## src/rtl/mem_arbiter_if.sv

```systemverilog
// Command/response bundle between the two clients, mem_arbiter and memory_unit.
// slave = arbiter side; master = environment (clients plus memory_unit).
interface mem_arbiter_if #(
    parameter int ADDR_W = 10,
    parameter int DATA_W = 64
);
    // Client handshake: raise cN_req with func/addr/wdata and hold all of them stable
    // until cN_done is seen high for one cycle; req is dropped after that cycle.
    logic              c0_req,   c1_req;
    logic [1:0]        c0_func,  c1_func;
    logic [ADDR_W-1:0] c0_addr1, c1_addr1, c0_addr2, c1_addr2;
    logic [DATA_W-1:0] c0_wdata, c1_wdata;
    logic              c0_done,  c1_done, c0_err, c1_err;
    logic [DATA_W-1:0] rsp_rdata1, rsp_rdata2;
    logic [ADDR_W-1:0] rsp_free_addr;
    logic              gc_done;
    logic [ADDR_W-1:0] gc_root;
    logic [1:0]        mem_func;
    logic              mem_execute, mem_gc_ready, mem_is_ready, mem_gc;
    logic [ADDR_W-1:0] mem_address1, mem_address2, mem_free_addr;
    logic [DATA_W-1:0] mem_write_data, mem_read_data1, mem_read_data2;
    logic [2:0]        dbg_state;

    modport slave (
        input  c0_req, c0_func, c0_addr1, c0_addr2, c0_wdata,
        input  c1_req, c1_func, c1_addr1, c1_addr2, c1_wdata,
        input  mem_is_ready, mem_read_data1, mem_read_data2, mem_free_addr, mem_gc,
        output c0_done, c0_err, c1_done, c1_err, rsp_rdata1, rsp_rdata2, rsp_free_addr,
        output gc_done, gc_root, mem_func, mem_execute, mem_address1, mem_address2,
        output mem_write_data, mem_gc_ready, dbg_state
    );

    modport master (
        output c0_req, c0_func, c0_addr1, c0_addr2, c0_wdata,
        output c1_req, c1_func, c1_addr1, c1_addr2, c1_wdata,
        output mem_is_ready, mem_read_data1, mem_read_data2, mem_free_addr, mem_gc,
        input  c0_done, c0_err, c1_done, c1_err, rsp_rdata1, rsp_rdata2, rsp_free_addr,
        input  gc_done, gc_root, mem_func, mem_execute, mem_address1, mem_address2,
        input  mem_write_data, mem_gc_ready, dbg_state
    );
endinterface

```

## src/rtl/mem_arbiter.sv

```systemverilog
// Round-robin arbiter for two clients sharing memory_unit, owning the GC handshake.
// Define MEM_ARB_GC_RETRY_EN to reissue a GC-interrupted GET_FREE instead of returning err.
module mem_arbiter #(
    parameter int ADDR_W = 10,
    parameter int DATA_W = 64
) (
    input  logic         clk,
    input  logic         rst,
    mem_arbiter_if.slave bus
);
    localparam logic [1:0] FUNC_GET_FREE = 2'd2;

    typedef enum logic [2:0] {
        S_IDLE, S_ISSUE, S_SETTLE, S_WAIT_DONE, S_GC_RUN, S_GC_END
    } state_t;

    state_t            state, state_nx;
    logic              last_grant, owner, interrupted, retry_pend;
    logic              req0, req1;
    logic              grant_en, grant_id, complete, gc_finish, err_done;
    logic [1:0]        func_q;
    logic [ADDR_W-1:0] addr1_q, addr2_q, free_q, root_q;
    logic [DATA_W-1:0] wdata_q, rdata1_q, rdata2_q;
    logic              done0_q, done1_q, err0_q, err1_q, gc_done_q;

    always_ff @(posedge clk or negedge rst) begin
        if (!rst) state <= S_IDLE;
        else      state <= state_nx;
    end

    // The client whose done is showing still has req up this cycle; it must not win again.
    assign req0 = bus.c0_req & ~done0_q;
    assign req1 = bus.c1_req & ~done1_q;

    always_comb begin
        state_nx  = state;
        grant_en  = 1'b0;
        grant_id  = 1'b0;
        complete  = 1'b0;
        gc_finish = 1'b0;
        err_done  = 1'b0;
        case (state)
            S_IDLE: begin
                if (bus.mem_gc) begin
                    state_nx = S_GC_RUN;
                end else if (bus.mem_is_ready) begin
                    if (retry_pend) begin
                        state_nx = S_ISSUE;
                    end else if (req0 | req1) begin
                        grant_en = 1'b1;
                        grant_id = (req0 & req1) ? ~last_grant : req1;
                        state_nx = S_ISSUE;
                    end
                end
            end
            S_ISSUE:  state_nx = S_SETTLE;
            // memory_unit needs this cycle to drop is_ready after execute.
            S_SETTLE: state_nx = S_WAIT_DONE;
            S_WAIT_DONE: begin
                if (bus.mem_gc) begin
                    state_nx = S_GC_RUN;
                end else if (bus.mem_is_ready) begin
                    complete = 1'b1;
                    state_nx = S_IDLE;
                end
            end
            S_GC_RUN: begin
                if (!bus.mem_gc) begin
                    gc_finish = 1'b1;
                    state_nx  = S_GC_END;
                end
            end
            S_GC_END: begin
                state_nx = S_IDLE;
`ifndef MEM_ARB_GC_RETRY_EN
                err_done = interrupted && (func_q == FUNC_GET_FREE);
`endif
            end
            default: state_nx = S_IDLE;
        endcase
    end

    always_ff @(posedge clk or negedge rst) begin
        if (!rst) begin
            last_grant  <= 1'b1;
            owner       <= 1'b0;
            interrupted <= 1'b0;
            retry_pend  <= 1'b0;
            func_q      <= '0;
            addr1_q     <= '0;
            addr2_q     <= '0;
            wdata_q     <= '0;
            rdata1_q    <= '0;
            rdata2_q    <= '0;
            free_q      <= '0;
            root_q      <= '0;
            done0_q     <= 1'b0;
            done1_q     <= 1'b0;
            err0_q      <= 1'b0;
            err1_q      <= 1'b0;
            gc_done_q   <= 1'b0;
        end else begin
            done0_q   <= 1'b0;
            done1_q   <= 1'b0;
            err0_q    <= 1'b0;
            err1_q    <= 1'b0;
            gc_done_q <= 1'b0;
            if (grant_en) begin
                owner   <= grant_id;
                func_q  <= grant_id ? bus.c1_func  : bus.c0_func;
                addr1_q <= grant_id ? bus.c1_addr1 : bus.c0_addr1;
                addr2_q <= grant_id ? bus.c1_addr2 : bus.c0_addr2;
                wdata_q <= grant_id ? bus.c1_wdata : bus.c0_wdata;
            end
            if (complete) begin
                rdata1_q   <= bus.mem_read_data1;
                rdata2_q   <= bus.mem_read_data2;
                free_q     <= bus.mem_free_addr;
                done0_q    <= ~owner;
                done1_q    <= owner;
                last_grant <= owner;
            end
            if (err_done) begin
                done0_q    <= ~owner;
                done1_q    <= owner;
                err0_q     <= ~owner;
                err1_q     <= owner;
                last_grant <= owner;
            end
            if (state == S_WAIT_DONE && bus.mem_gc) interrupted <= 1'b1;
            else if (state == S_GC_END)            interrupted <= 1'b0;
            if (gc_finish) begin
                root_q    <= bus.mem_read_data1[ADDR_W-1:0];
                gc_done_q <= 1'b1;
            end
`ifdef MEM_ARB_GC_RETRY_EN
            // Saved command regs are untouched, so IDLE simply re-enters ISSUE for the same owner.
            if (state == S_GC_END && interrupted && func_q == FUNC_GET_FREE) retry_pend <= 1'b1;
            else if (state == S_ISSUE)                                       retry_pend <= 1'b0;
`else
            retry_pend <= 1'b0;
`endif
        end
    end

    assign bus.mem_execute    = (state == S_ISSUE);
    assign bus.mem_gc_ready   = (state == S_GC_RUN);
    assign bus.mem_func       = func_q;
    assign bus.mem_address1   = addr1_q;
    assign bus.mem_address2   = addr2_q;
    assign bus.mem_write_data = wdata_q;
    assign bus.c0_done        = done0_q;
    assign bus.c1_done        = done1_q;
    assign bus.c0_err         = err0_q;
    assign bus.c1_err         = err1_q;
    assign bus.rsp_rdata1     = rdata1_q;
    assign bus.rsp_rdata2     = rdata2_q;
    assign bus.rsp_free_addr  = free_q;
    assign bus.gc_done        = gc_done_q;
    assign bus.gc_root        = root_q;
    assign bus.dbg_state      = state;
endmodule

```

## src/flat_wrapper.sv

```systemverilog
// flat-port wrapper written by rule: the top's interface ports become plain ports
module mem_arbiter_flat 
#(
    parameter int ADDR_W = 10,
    parameter int DATA_W = 64
)
  (clk, rst, bus_c0_req, bus_c0_func, bus_c0_addr1, bus_c0_addr2, bus_c0_wdata, bus_c1_req, bus_c1_func, bus_c1_addr1, bus_c1_addr2, bus_c1_wdata, bus_mem_is_ready, bus_mem_read_data1, bus_mem_read_data2, bus_mem_free_addr, bus_mem_gc, bus_c0_done, bus_c0_err, bus_c1_done, bus_c1_err, bus_rsp_rdata1, bus_rsp_rdata2, bus_rsp_free_addr, bus_gc_done, bus_gc_root, bus_mem_func, bus_mem_execute, bus_mem_address1, bus_mem_address2, bus_mem_write_data, bus_mem_gc_ready, bus_dbg_state);
  mem_arbiter_if #(.ADDR_W(ADDR_W), .DATA_W(DATA_W)) bus_i ();
  input  logic clk;
  input  logic rst;
  input wire logic [$bits(bus_i.c0_req)-1:0] bus_c0_req;
  input wire logic [$bits(bus_i.c0_func)-1:0] bus_c0_func;
  input wire logic [$bits(bus_i.c0_addr1)-1:0] bus_c0_addr1;
  input wire logic [$bits(bus_i.c0_addr2)-1:0] bus_c0_addr2;
  input wire logic [$bits(bus_i.c0_wdata)-1:0] bus_c0_wdata;
  input wire logic [$bits(bus_i.c1_req)-1:0] bus_c1_req;
  input wire logic [$bits(bus_i.c1_func)-1:0] bus_c1_func;
  input wire logic [$bits(bus_i.c1_addr1)-1:0] bus_c1_addr1;
  input wire logic [$bits(bus_i.c1_addr2)-1:0] bus_c1_addr2;
  input wire logic [$bits(bus_i.c1_wdata)-1:0] bus_c1_wdata;
  input wire logic [$bits(bus_i.mem_is_ready)-1:0] bus_mem_is_ready;
  input wire logic [$bits(bus_i.mem_read_data1)-1:0] bus_mem_read_data1;
  input wire logic [$bits(bus_i.mem_read_data2)-1:0] bus_mem_read_data2;
  input wire logic [$bits(bus_i.mem_free_addr)-1:0] bus_mem_free_addr;
  input wire logic [$bits(bus_i.mem_gc)-1:0] bus_mem_gc;
  output wire logic [$bits(bus_i.c0_done)-1:0] bus_c0_done;
  output wire logic [$bits(bus_i.c0_err)-1:0] bus_c0_err;
  output wire logic [$bits(bus_i.c1_done)-1:0] bus_c1_done;
  output wire logic [$bits(bus_i.c1_err)-1:0] bus_c1_err;
  output wire logic [$bits(bus_i.rsp_rdata1)-1:0] bus_rsp_rdata1;
  output wire logic [$bits(bus_i.rsp_rdata2)-1:0] bus_rsp_rdata2;
  output wire logic [$bits(bus_i.rsp_free_addr)-1:0] bus_rsp_free_addr;
  output wire logic [$bits(bus_i.gc_done)-1:0] bus_gc_done;
  output wire logic [$bits(bus_i.gc_root)-1:0] bus_gc_root;
  output wire logic [$bits(bus_i.mem_func)-1:0] bus_mem_func;
  output wire logic [$bits(bus_i.mem_execute)-1:0] bus_mem_execute;
  output wire logic [$bits(bus_i.mem_address1)-1:0] bus_mem_address1;
  output wire logic [$bits(bus_i.mem_address2)-1:0] bus_mem_address2;
  output wire logic [$bits(bus_i.mem_write_data)-1:0] bus_mem_write_data;
  output wire logic [$bits(bus_i.mem_gc_ready)-1:0] bus_mem_gc_ready;
  output wire logic [$bits(bus_i.dbg_state)-1:0] bus_dbg_state;
  assign bus_i.c0_req = bus_c0_req;
  assign bus_i.c0_func = bus_c0_func;
  assign bus_i.c0_addr1 = bus_c0_addr1;
  assign bus_i.c0_addr2 = bus_c0_addr2;
  assign bus_i.c0_wdata = bus_c0_wdata;
  assign bus_i.c1_req = bus_c1_req;
  assign bus_i.c1_func = bus_c1_func;
  assign bus_i.c1_addr1 = bus_c1_addr1;
  assign bus_i.c1_addr2 = bus_c1_addr2;
  assign bus_i.c1_wdata = bus_c1_wdata;
  assign bus_i.mem_is_ready = bus_mem_is_ready;
  assign bus_i.mem_read_data1 = bus_mem_read_data1;
  assign bus_i.mem_read_data2 = bus_mem_read_data2;
  assign bus_i.mem_free_addr = bus_mem_free_addr;
  assign bus_i.mem_gc = bus_mem_gc;
  assign bus_c0_done = bus_i.c0_done;
  assign bus_c0_err = bus_i.c0_err;
  assign bus_c1_done = bus_i.c1_done;
  assign bus_c1_err = bus_i.c1_err;
  assign bus_rsp_rdata1 = bus_i.rsp_rdata1;
  assign bus_rsp_rdata2 = bus_i.rsp_rdata2;
  assign bus_rsp_free_addr = bus_i.rsp_free_addr;
  assign bus_gc_done = bus_i.gc_done;
  assign bus_gc_root = bus_i.gc_root;
  assign bus_mem_func = bus_i.mem_func;
  assign bus_mem_execute = bus_i.mem_execute;
  assign bus_mem_address1 = bus_i.mem_address1;
  assign bus_mem_address2 = bus_i.mem_address2;
  assign bus_mem_write_data = bus_i.mem_write_data;
  assign bus_mem_gc_ready = bus_i.mem_gc_ready;
  assign bus_dbg_state = bus_i.dbg_state;
  mem_arbiter #(.ADDR_W(ADDR_W), .DATA_W(DATA_W)) u_core (.clk(clk), .rst(rst), .bus(bus_i));
endmodule
```

## config.mk

```make
export PLATFORM = sky130hd
export DESIGN_NAME = mem_arbiter_flat
export DESIGN_NICKNAME = d
export VERILOG_FILES = /design/src/rtl/mem_arbiter_if.sv /design/src/rtl/mem_arbiter.sv /design/src/flat_wrapper.sv
export SDC_FILE = /design/constraint.sdc
export NUM_CORES = 1
export LEC_CHECK = 0
export CORE_AREA = 8 8 210 212
export CTS_CLUSTER_SIZE = 8
export DETAILED_ROUTE_END_ITERATION = 16
export DIE_AREA = 0 0 218 220
export PLACE_DENSITY = 0.6
export SLEW_MARGIN = 20
export SYNTH_ARGS = -nofsm -noshare
export SYNTH_HDL_FRONTEND = slang
export SYNTH_SLANG_ARGS = --single-unit
```

## constraint.sdc

```tcl
create_clock -name clk -period 2.2 [get_ports clk]
set_clock_uncertainty 0.15 [all_clocks]
set_input_delay 0.22 -clock clk [delete_from_list [all_inputs] [get_ports clk]]
set_output_delay 0.22 -clock clk [all_outputs]
set_load 0.1 [all_outputs]
```

==> metrics.log <==
INFO  metric run_status = completed
INFO  metric drt-wirelength-per-cell = 21.09 um
INFO  metric largest_cells_by_area_after_synthesis = dfrtp_1, mux2_1, nor2_1, o22ai_1, mux2_2
INFO  metric die_w = 218 um
INFO  metric buffer_ports.inserted = 559
INFO  metric clk_latency = 520 ps
INFO  metric drive_gt1_frac = 0.2759
INFO  metric final_hold_violation_count = 0
INFO  metric critical_path_source = u_core.bus.dbg_state[2]
INFO  metric layout.nets = 1637
INFO  metric grt_pass1_wl = 56.82 mm
INFO  metric area_growth_syn_to_layout = 72.33%
INFO  metric timing.fmax = 0.4729 GHz
INFO  metric post_synth.cell_area_avg = 12.85 um2
INFO  metric drv_cap = 0
INFO  metric worst_setup_path_start_kind = register
INFO  metric critical_path.slowest_cell = dfrtp_4
INFO  metric hold_ws = 90.84 ps
INFO  metric yosys_warnings = 0
INFO  metric clockRootBuffer = clkbuf_16
INFO  metric vias = 8023
INFO  metric post_synth_inst_count = 737
INFO  metric finalWeightedCongestion = 0.8217
INFO  metric fill_cells = 3949
INFO  metric grt_overflow_total = 0
INFO  metric r2r-start = u_core.bus.dbg_state[0]
INFO  metric finalCriticalPeriod = 2115 ps
INFO  metric drtAntennaViolNets = 0
INFO  metric reg2reg_to = u_core.bus.mem_write_data[34]
INFO  metric critical_path.cell_chain = buf_4, or3b_4, clkinvlp_4, buf_12
INFO  metric antenna_cells = 0
INFO  metric initial_utilization = 0.2336
INFO  metric tritoncts = done
INFO  metric worstPathArrival = 1740 ps
INFO  metric synth.ff_latch_count = 245
INFO  metric synth_fp_nets = 1053
INFO  metric die_area = 47960 um2
INFO  metric path_buf_inv = 3
INFO  metric critical-path-max-stage-delay = 440 ps
INFO  metric drt_first_pass_iters = 4
INFO  metric grt_antenna_before_repair = 2
INFO  metric setup_repair_after_global_routing_missed_its_margin = no
INFO  metric worst-path-max-fanout = 3
INFO  metric path_delay_family = flip-flops
INFO  metric cts_num_sinks = 245
INFO  metric number_of_placement_rows = 74
INFO  metric synthDominantCellAreaShare = 0.6446
INFO  metric wl = 39.28 mm
INFO  metric die_h = 220 um
INFO  metric placeableCoreArea = 40550 um2
INFO  metric timing.reg2reg.setup_slack = 110 ps
INFO  metric endpoint_kind = primary output
INFO  metric timing_worst_slew_pin_value = 508.1 ps
INFO  metric grt_max_degree = 75
INFO  metric cts.path.max_buffers = 3
INFO  metric levels_on_crit_path = 4
INFO  metric cts_inserted_buffers = 36
INFO  metric ys_seq_area_frac = 0.6473
INFO  metric drtIter0Drc = 349
INFO  metric min-delay-path-class = in2async
INFO  metric remaining_drc_errors = 0
INFO  metric yosys.area.top_type = dfrtp_1
INFO  metric finalCritPeriodShare = 0.9613
INFO  metric slew_violations = 0
INFO  metric syn_std_cell_area = 9473 um2
INFO  metric final-setup-viol-count = 0
INFO  metric reg2regPathDepth = 6
INFO  metric path_class = reg2out
INFO  metric cp.required = 1830 ps
INFO  metric viasPerCell = 4.309
INFO  metric cts.clk_slew.worst_paths = 50 ps
INFO  metric dp.final_hpwl = 31.70 mm
INFO  metric top_level_ports = 560
INFO  metric global_route.usage.total = 0.1566
INFO  metric cts_repair_resize_count = 0
INFO  metric netlist-cell-type-count = 27
INFO  metric cts.htree.levels = 2
INFO  metric first_global_vias = 8839
INFO  metric slew-limit-headroom = 0.6612
INFO  metric end_of_the_critical_path = bus_mem_gc_ready
INFO  metric cts_setup_buffers = 0
## worst min path at each step
| stage | startpoint | end | slack (ps) | cells past startpoint |
|---|---|---|---|---|
| floorplan | rst | u_core.bus.c0_done | -230 | 0 |
| global placement | rst | u_core.bus.mem_write_data[4] | 40 | 1 |
| detailed placement | rst | u_core.bus.mem_write_data[4] | 60 | 1 |
| CTS | rst | u_core.bus.mem_write_data[4] | 100 | 2 |
| global route | rst | u_core.bus.mem_address2[6] | 110 | 2 |
| finish | rst | u_core.bus.mem_address2[6] | 90 | 2 |
## kinds of logic after synthesis
logic type | Yosys count | share of synthesized area
muxes | 150 | 0.1780
and+or+nand+nor | 199 | 0.08427
buffers and inverters | 48 | 0.02708
DFF | 245 | 0.6473
AOI/OAI and AO/OA | 95 | 0.06327
## worst reg2reg max path: cells and delay by family, from the launching register on
family / cells / cell delay (ps)
AO/OA/AOI/OAI: 2 / 510
flip-flops: 1 / 470
buffers and inverters: 2 / 440
AND/OR/NAND/NOR: 2 / 400
## state kept, by name, summed over array words and instances (netlist names), 2 cells and up
register	count
u_core.bus.dbg_state	3
u_core.bus.gc_root	10
u_core.bus.mem_address1	10
u_core.bus.mem_address2	10
u_core.bus.mem_func	2
u_core.bus.mem_write_data	64
u_core.bus.rsp_free_addr	10
u_core.bus.rsp_rdata1	64
u_core.bus.rsp_rdata2	64
## cell usage after synthesis
library cell	number
and2b_1	1
dfrtp_1	244
nor2_2	1
or3b_2	1
buf_4	15
mux2_2	38
mux2i_1	2
o211a_1	1
o22ai_1	86
nand4b_1	1
nand2b_1	3
nor3b_1	1
nor3_1	3
inv_1	3
o31ai_1	1
nor2b_1	2
clkbuf_1	14
nor2_1	182
buf_2	16
nand2_1	3
a21oi_1	1
o21ai_0	3
dfstp_2	1
nor3b_4	1
o2111ai_1	2
a31oi_1	1
mux2_1	110
## per-layer routing
layer	global-route usage	up-vias	part of all wire
li1	-	3718	-
met1	0.1712	3868	0.38
met2	0.2781	385	0.50
met3	0.06157	48	0.097
met4	0.04501	4	0.021
met5	0	-	0.00069
## layout make-up
| type | instances | area (um2) | area share |
|---|---|---|---|
| clock buffer | 45 | 965.9 | 0.05917 |
| clock inverter | 2 | 17.52 | 0.001073 |
| inverter | 3 | 15.01 | 0.0009198 |
| multi-input combinational | 444 | 3139 | 0.1923 |
| sequential | 245 | 6138 | 0.3760 |
| tap | 532 | 665.6 | 0.04078 |
| timing repair buffer | 591 | 5383 | 0.3297 |
## cells in the final DEF (no fill, tap or decap), drive strengths merged, types with 2 or more instances in the layout
| cell type | n |
|---|---|
| buf | 276 |
| clkbuf | 45 |
| clkdlybuf4s50 | 314 |
| dfrtp | 244 |
| inv | 4 |
| mux2 | 148 |
| mux2i | 2 |
| nand2 | 3 |
| nand2b | 3 |
| nor2 | 183 |
| nor2b | 2 |
| nor3 | 3 |
| nor3b | 2 |
| o2111ai | 2 |
| o21ai | 3 |
| o22ai | 86 |
## repair_timing
item / CTS / global route
hold buffers: 1 / 0
endpoints found under the setup margin: 0 / 0
hold endpoints to repair: 245 / 0
## stage by stage
| step | setup WS, ps | instances | util | TNS (ps) | area [um2] |
|---|---|---|---|---|---|
| final | 85.24 | 1862 | 0.4025 | 0 | 16320 |
| after global placement | -92.45 | 1814 | 0.3780 | -7219 | 15330 |
| after global routing | 22.72 | 1862 | 0.4025 | 0 | 16320 |
| after detailed placement | -113.1 | 1814 | 0.3780 | -9628 | 15330 |
| after CTS | 38.88 | 1862 | 0.4025 | 0 | 16320 |
| after floorplan | 15.08 | 737 | - | 0 | 9497 |
Power is not shown: default switching activity piles up to over one toggle a cycle in this logic, so the estimate is an artifact.
